--- config.mk ---
export PLATFORM = sky130hd
export DESIGN_NAME = memory_sequencer
export DESIGN_NICKNAME = d
export VERILOG_FILES = /design/src/rtl/memory_sequencer_pkg.sv /design/src/rtl/memory_sequencer_addr_gen.sv /design/src/rtl/memory_sequencer.sv
export SDC_FILE = /design/constraint.sdc
export NUM_CORES = 1
export LEC_CHECK = 0
export ABC_AREA = 0
export CAP_MARGIN = 20
export CORE_ASPECT_RATIO = 0.7
export CORE_MARGIN = 1
export CORE_UTILIZATION = 47
export CTS_BUF_LIST = sky130_fd_sc_hd__clkbuf_8
export DETAILED_ROUTE_END_ITERATION = 10
export GPL_ROUTABILITY_DRIVEN = 0
export GPL_TIMING_DRIVEN = 0
export PLACE_DENSITY_LB_ADDON = 0.25
export SYNTH_ARGS = -nofsm -noshare
export SYNTH_HDL_FRONTEND = slang
export SYNTH_SLANG_ARGS = --single-unit
--- constraint.sdc ---
create_clock -name Clk -period 4.7 [get_ports Clk]
set_input_delay 0.94 -clock Clk [delete_from_list [all_inputs] [get_ports Clk]]
set_output_delay 0.94 -clock Clk [all_outputs]
set_load 0.1 [all_outputs]
--- src/rtl/memory_sequencer_pkg.sv ---
// Shared types and defaults for the BRAM initiator and the memories it drives.
package memory_sequencer_pkg;

  localparam int ADDR_W = 8;
  localparam int DATA_W = 16;
  localparam int LEN_W  = 8;

  localparam logic STROBE_ON  = 1'b0;
  localparam logic STROBE_OFF = 1'b1;

  typedef enum logic {
    IDLE   = 1'b0,
    ACCESS = 1'b1
  } seq_state_e;

endpackage

--- src/rtl/memory_sequencer_addr_gen.sv ---
// Burst address register with wrap-around increment and beat down-counter.
module burst_addr_gen #(
  parameter int AddrWidth = 8,
  parameter int LenWidth  = 8
) (
  input  logic                 clk,
  input  logic                 rst_n,
  input  logic                 load_i,
  input  logic                 step_i,
  input  logic [AddrWidth-1:0] addr_i,
  input  logic [LenWidth-1:0]  len_i,
  output logic [AddrWidth-1:0] addr_o,
  output logic                 last_o
);

  logic [AddrWidth-1:0] addr_q, addr_d;
  logic [LenWidth-1:0]  cnt_q, cnt_d;

  always_comb begin
    addr_d = addr_q;
    cnt_d  = cnt_q;
    if (load_i) begin
      addr_d = addr_i;
      cnt_d  = len_i;
    end else if (step_i) begin
      // Natural overflow gives the modulo-2^AddrWidth wrap.
      addr_d = addr_q + AddrWidth'(1);
      cnt_d  = cnt_q - LenWidth'(1);
    end
  end

  always_ff @(posedge clk or negedge rst_n) begin
    if (!rst_n) begin
      addr_q <= '0;
      cnt_q  <= '0;
    end else begin
      addr_q <= addr_d;
      cnt_q  <= cnt_d;
    end
  end

  assign addr_o = addr_q;
  assign last_o = (cnt_q == '0);

endmodule

--- src/rtl/memory_sequencer.sv ---
// Host request/ready to BRAM strobe sequencer with read and fill bursts.
module memory_sequencer
  import memory_sequencer_pkg::*;
#(
  parameter int AddrWidth = ADDR_W,
  parameter int DataWidth = DATA_W,
  parameter int LenWidth  = LEN_W
) (
  input  logic                 Clk,
  input  logic                 Reset_N,
  input  logic                 Req,
  output logic                 Req_Ready,
  input  logic                 Req_Write,
  input  logic [AddrWidth-1:0] Req_Addr,
  input  logic [DataWidth-1:0] Req_Data,
  input  logic [LenWidth-1:0]  Req_Len,
  output logic [DataWidth-1:0] Rd_Data,
  output logic                 Rd_Valid,
  output logic                 Done,
  output logic [AddrWidth-1:0] Mem_Addr,
  output logic [DataWidth-1:0] Mem_DIn,
  output logic                 Mem_Write_EN,
  output logic                 Mem_En,
  input  logic [DataWidth-1:0] Mem_DOut
);

  seq_state_e           state_q, state_d;
  logic                 en_q, en_d;
  logic                 we_q, we_d;
  logic                 wr_q, wr_d;
  logic [DataWidth-1:0] din_q, din_d;
  logic [DataWidth-1:0] rd_data_q, rd_data_d;
  logic                 rd_valid_q, rd_valid_d;
  logic                 done_q, done_d;

  logic accept;
  logic load;
  logic step;
  logic last;

  assign Req_Ready = (state_q == IDLE) && Reset_N;
  assign accept    = Req && Req_Ready;

  burst_addr_gen #(
    .AddrWidth(AddrWidth),
    .LenWidth (LenWidth)
  ) u_addr_gen (
    .clk   (Clk),
    .rst_n (Reset_N),
    .load_i(load),
    .step_i(step),
    .addr_i(Req_Addr),
    .len_i (Req_Len),
    .addr_o(Mem_Addr),
    .last_o(last)
  );

  always_comb begin
    state_d    = state_q;
    en_d       = en_q;
    we_d       = we_q;
    wr_d       = wr_q;
    din_d      = din_q;
    rd_data_d  = rd_data_q;
    rd_valid_d = 1'b0;
    done_d     = 1'b0;
    load       = 1'b0;
    step       = 1'b0;
    unique case (state_q)
      IDLE: begin
        en_d = STROBE_OFF;
        we_d = STROBE_OFF;
        if (accept) begin
          load    = 1'b1;
          wr_d    = Req_Write;
          din_d   = Req_Data;
          en_d    = STROBE_ON;
          we_d    = Req_Write ? STROBE_ON : STROBE_OFF;
          state_d = ACCESS;
        end
      end
      ACCESS: begin
        // Memory acted at the negedge; DOut is stable here.
        if (!wr_q) begin
          rd_data_d  = Mem_DOut;
          rd_valid_d = 1'b1;
        end
        if (!last) begin
          step = 1'b1;
        end else begin
          en_d    = STROBE_OFF;
          we_d    = STROBE_OFF;
          done_d  = 1'b1;
          state_d = IDLE;
        end
      end
      default: state_d = IDLE;
    endcase
  end

  always_ff @(posedge Clk or negedge Reset_N) begin
    if (!Reset_N) begin
      state_q    <= IDLE;
      en_q       <= STROBE_OFF;
      we_q       <= STROBE_OFF;
      wr_q       <= 1'b0;
      din_q      <= '0;
      rd_data_q  <= '0;
      rd_valid_q <= 1'b0;
      done_q     <= 1'b0;
    end else begin
      state_q    <= state_d;
      en_q       <= en_d;
      we_q       <= we_d;
      wr_q       <= wr_d;
      din_q      <= din_d;
      rd_data_q  <= rd_data_d;
      rd_valid_q <= rd_valid_d;
      done_q     <= done_d;
    end
  end

  assign Mem_En       = en_q;
  assign Mem_Write_EN = we_q;
  assign Mem_DIn      = din_q;
  assign Rd_Data      = rd_data_q;
  assign Rd_Valid     = rd_valid_q;
  assign Done         = done_q;

endmodule

# Word level (Yosys, flattened, before mapping)
# Index checks and enable logic that the tools add are counted.
# word_totals
out_inout_bits	45
elab_cells	40
inputBits	52
regBits	54
# classes
add_sub_neg	2
n_reduce_logical	6
muxes	19
n_bitwise	2
eq_ne	1
# op_table
operator	count
8-bit two-way mux	4
1-bit two-way mux	12
8-bit by 1-bit adder with 8-bit output (second input constant)	1
8-bit logical NOT	1
8-bit by 1-bit subtractor with 8-bit output (second input constant)	1
1-bit one-hot mux with 2 select lines	3
2-bit AND reduction	2
1-bit logical AND	2
2-bit by 1-bit != test with 1-bit output (second input constant)	1
1-bit NOT	2
2-bit nonzero test	1

# Longest topological paths before layout
# logic_depth
word_depth	6
depth_mapped	7
mapped_depth_nobuf	7

# By module
# From an unflattened synthesis, not the netlist that was laid out.
# unflattened
hier_cells	180
hier_area_um2	2409.8
# by_module_without_submodules
mod	area_each_um2	n_inst	cells_per_inst	seq_area_each_um2
memory_sequencer	1525.2	1	84	953.4
burst_addr_gen	884.6	1	96	400.4

# Worst setup path before layout
# OpenSTA, ideal clock, no wires.
# synth_timing
path_kind	input -> register
startpoint	in Reset_N
endpoint	reg u_addr_gen.cnt_q[1]
arrival_ns	3.193
t_required_ns	4.579
path_buffers	2
setup_ns	0.121
path_slack_ns	1.386
stages	6
cell_sequence	nor2b_1 > and2_1 > clkbuf_1 > buf_2 > a21oi_1 > a22o_1
# synth_between
elab_chain_cells	5
elab_cells_between_ends	6
classes_between	mux: 3; reduce/logical: 3
# synth_lines
item	line_no	text
start, declared	memory_sequencer.sv:10	input logic Reset_N,
1-bit logical AND *	memory_sequencer.sv:41	assign Req_Ready = (state_q == IDLE) && Reset_N;
1-bit logical AND *	memory_sequencer.sv:42	assign accept = Req && Req_Ready;
1-bit two-way mux *	memory_sequencer.sv:73	if (accept) begin
1-bit two-way mux *	memory_sequencer.sv:69	unique case (state_q)
8-bit two-way mux or 2-bit nonzero test (tied branches)	n/a	
end signal, assigned	memory_sequencer_addr_gen.sv:38	cnt_q <= cnt_d;
end, declared	memory_sequencer_addr_gen.sv:17	logic [LenWidth-1:0] cnt_q, cnt_d;
# Every way passes the cells marked *; elsewhere a longest branch is shown, timed or not.
# A chain may end at the register's enable or synchronous reset.

# Worst setup path after layout
# layout_timing
startpoint	in Reset_N
endpoint	out Req_Ready
# layout_between
elab_chain_cells	1
# layout_lines
item	line_no	text
1-bit logical AND	memory_sequencer.sv:41	
end, declared	memory_sequencer.sv:12	output logic Req_Ready,
# Every way passes these cells.

==> flow_summary.ini <==
[sta]
finalCritPeriodShare_pct = 84.1
rsz0062_at_grt = false
fin_crit_ns = 3.95
skew_ns = 0.00232
fmax_mhz = 253
drv_slew = 0
hold_viol = 0
tightest_slew_ns = 0.990
setup_viol = 0
slew_headroom_pct = 33.8

[die]
die_h_um = 61.1
io_pins = 97
initial_core_util_pct = 49.0
num_rows = 21
chipWidth_um = 86.4
core_um2 = 4780
dieArea_um2 = 5280

[synth]
synth_top_cell_area_share_pct = 55.5
yosys.cell_types.count = 39
synth_commonest_cells = 59 x nand2_1, 52 x dfrtp_1, 16 x mux2_2
syn_area_per_cell_um2 = 10.5
yosysWarnings = 0
yosysMostFrequentCell = nand2_1
synth_seq_cells = 54
netlist_area_um2 = 2340
synth_ff_type = dfrtp_1
synth-edff-count = 0
ys_async_sr_fraction_pct = 100
ys_seq_area_share_pct = 57.8
synth_fp_nets = 279
yosysTopAreaCell = dfrtp_1
synthTopCellsByArea = dfrtp_1 56%, nand2_1 9.5%, mux2_2 7.7%
synthCells = 224

[clock_network]
cts_buffers = 5
holdBufCountCts = 0
cts_root_buf = clkbuf_8
cts-htree-levels = 2
cts_resized = 0
clkSinkCount = 54
clockBufferDepth = 2
postCtsSetupRepairBufs = 0
tritoncts = done
clk-insertion-delay-late_ns = 0.30
cts.clk_slew.worst_paths_ns = 0.09

[critical_path]
worstSetupStartpoint = Reset_N
rr_startpoint = u_addr_gen.cnt_q[0]
path_max_fanout = 33
worstSetupPathType = in2out
cp-end-kind = output port
critPathLaunchType = primary input
required_ns = 3.76
arrival_ns = 3.01

[layout]
nets = 383
syn_to_final_growth_pct = 51.4
final_cells = 398
num_antenna_cells = 0
drive_above_1_share_pct = 12.2
fill_cells = 365

[detailed_routing]
wl_per_cell_um = 15.3
vias = 2040
drc_errors = 0
wirelength_mm = 6.08
dr.pass1.iters = 4
ant_nets = 0
routed_via_density = 5.13
drtIter0Drc = 142

[grt]
grt_pass1_wl_mm = 9.69
grt_pass1_vias = 2042
grt_max_degree = 34
grt-ovfl-total = 0
antenna_found_initial = 0
grt_use_total_pct = 24.5

[hold_path]
hp-start = Mem_DIn[9]
hold_class = reg2reg

[run_status]
status = finished, final reports clean

[placement]
placed_cells = 390
place_hpwl_mm = 4.23
io_buffers = 96

[run]
drv_cap = 0
-- registers in the layout, indices dropped and copies added, names as in the netlist --
signal	cells
u_addr_gen.cnt_q	8
wr_q	1
state_q	1
u_addr_gen.addr_o	8
Rd_Valid	1
Mem_Write_EN	1
Mem_DIn	16
Rd_Data	16
Mem_En	1
Done	1
-- worst max-delay path, cell delays in order --
cell and delay (ns):
buf_2 0.45, buf_12 0.28, nor2b_1 0.18, clkdlybuf4s50_1 1.14
-- cells in the final DEF, fill, tap and decap left out, types with 3 or more instances in the layout --
cell type	Yosys	layout
dfrtp_1	52	52
nor3_1	7	7
inv_1	4	4
ha_1	3	3
o31ai_1	3	3
xnor2_1	3	3
nand3_1	3	3
a211oi_1	4	4
clkbuf_1	5	5
a31oi_1	3	3
nand4_1	4	4
clkbuf_8	0	6
nand2_1	59	59
buf_2	5	6
o21ai_0	3	3
a21oi_1	9	9
mux2_2	16	16
clkdlybuf4s50_1	0	95
nor2_1	15	15
-- stage by stage --
stage	setup TNS (ns)	cell area (um2)	worst slack [ns]	hold WS [ns]	util, %
3_5_place_dp	0	3410	0.707	0.461	71.2
3_3_place_gp	-0.912	3390	-0.912	0.457	70.9
5_1_grt	0	3550	0.593	0.519	74.2
4_1_cts	0	3550	0.704	0.485	74.2
2_1_floorplan	0	2340	1.39	0.468	-
6_report	0	3550	0.747	0.483	74.2
-- cells by family after synthesis --
logic type,after synthesis,synth area share (%)
xor gates and xnor gates,4,1.50
buffers and inverters,15,2.99
muxes,16,7.69
and+or+nand+nor,100,19.1
adders and majority gates,3,1.60
DFF,54,57.8
AOI/OAI and AO/OA,32,9.40
-- metal layers --
layer  part of all wire [%]  global-route usage, %
met1                     45                   33.0
met2                     46                   39.6
met3                    7.9                   6.97
met4                    1.3                   7.62
met5                      0                      0
-- worst paths after layout --
check                           cells after the start  slack [ns]                    to
worst min-delay path                                2        0.48            Mem_DIn[9]
max in group asynchronous                           2        3.45                Mem_En
worst max-delay path                                4        0.75             Req_Ready
worst min register to register                      2        0.48            Mem_DIn[9]
min in group asynchronous                           1        0.61            Mem_DIn[0]
worst max register to register                      7        2.42  u_addr_gen.addr_o[2]
-- cell type report --
cell class                      count  area (um2)  share of cell area [%]
Buffer                             11        55.1                    1.55
Clock buffer                        6        82.6                    2.33
Clock inverter                      2        60.1                    1.69
Inverter                            4        15.0                   0.423
Multi-Input combinational cell    155         920                    25.9
Sequential cell                    54        1350                    38.2
Tap cell                           69        86.3                    2.43
Timing Repair Buffer               97         976                    27.5
Power is not shown: default switching activity piles up to over one toggle a cycle in this logic, so the estimate is an artifact.
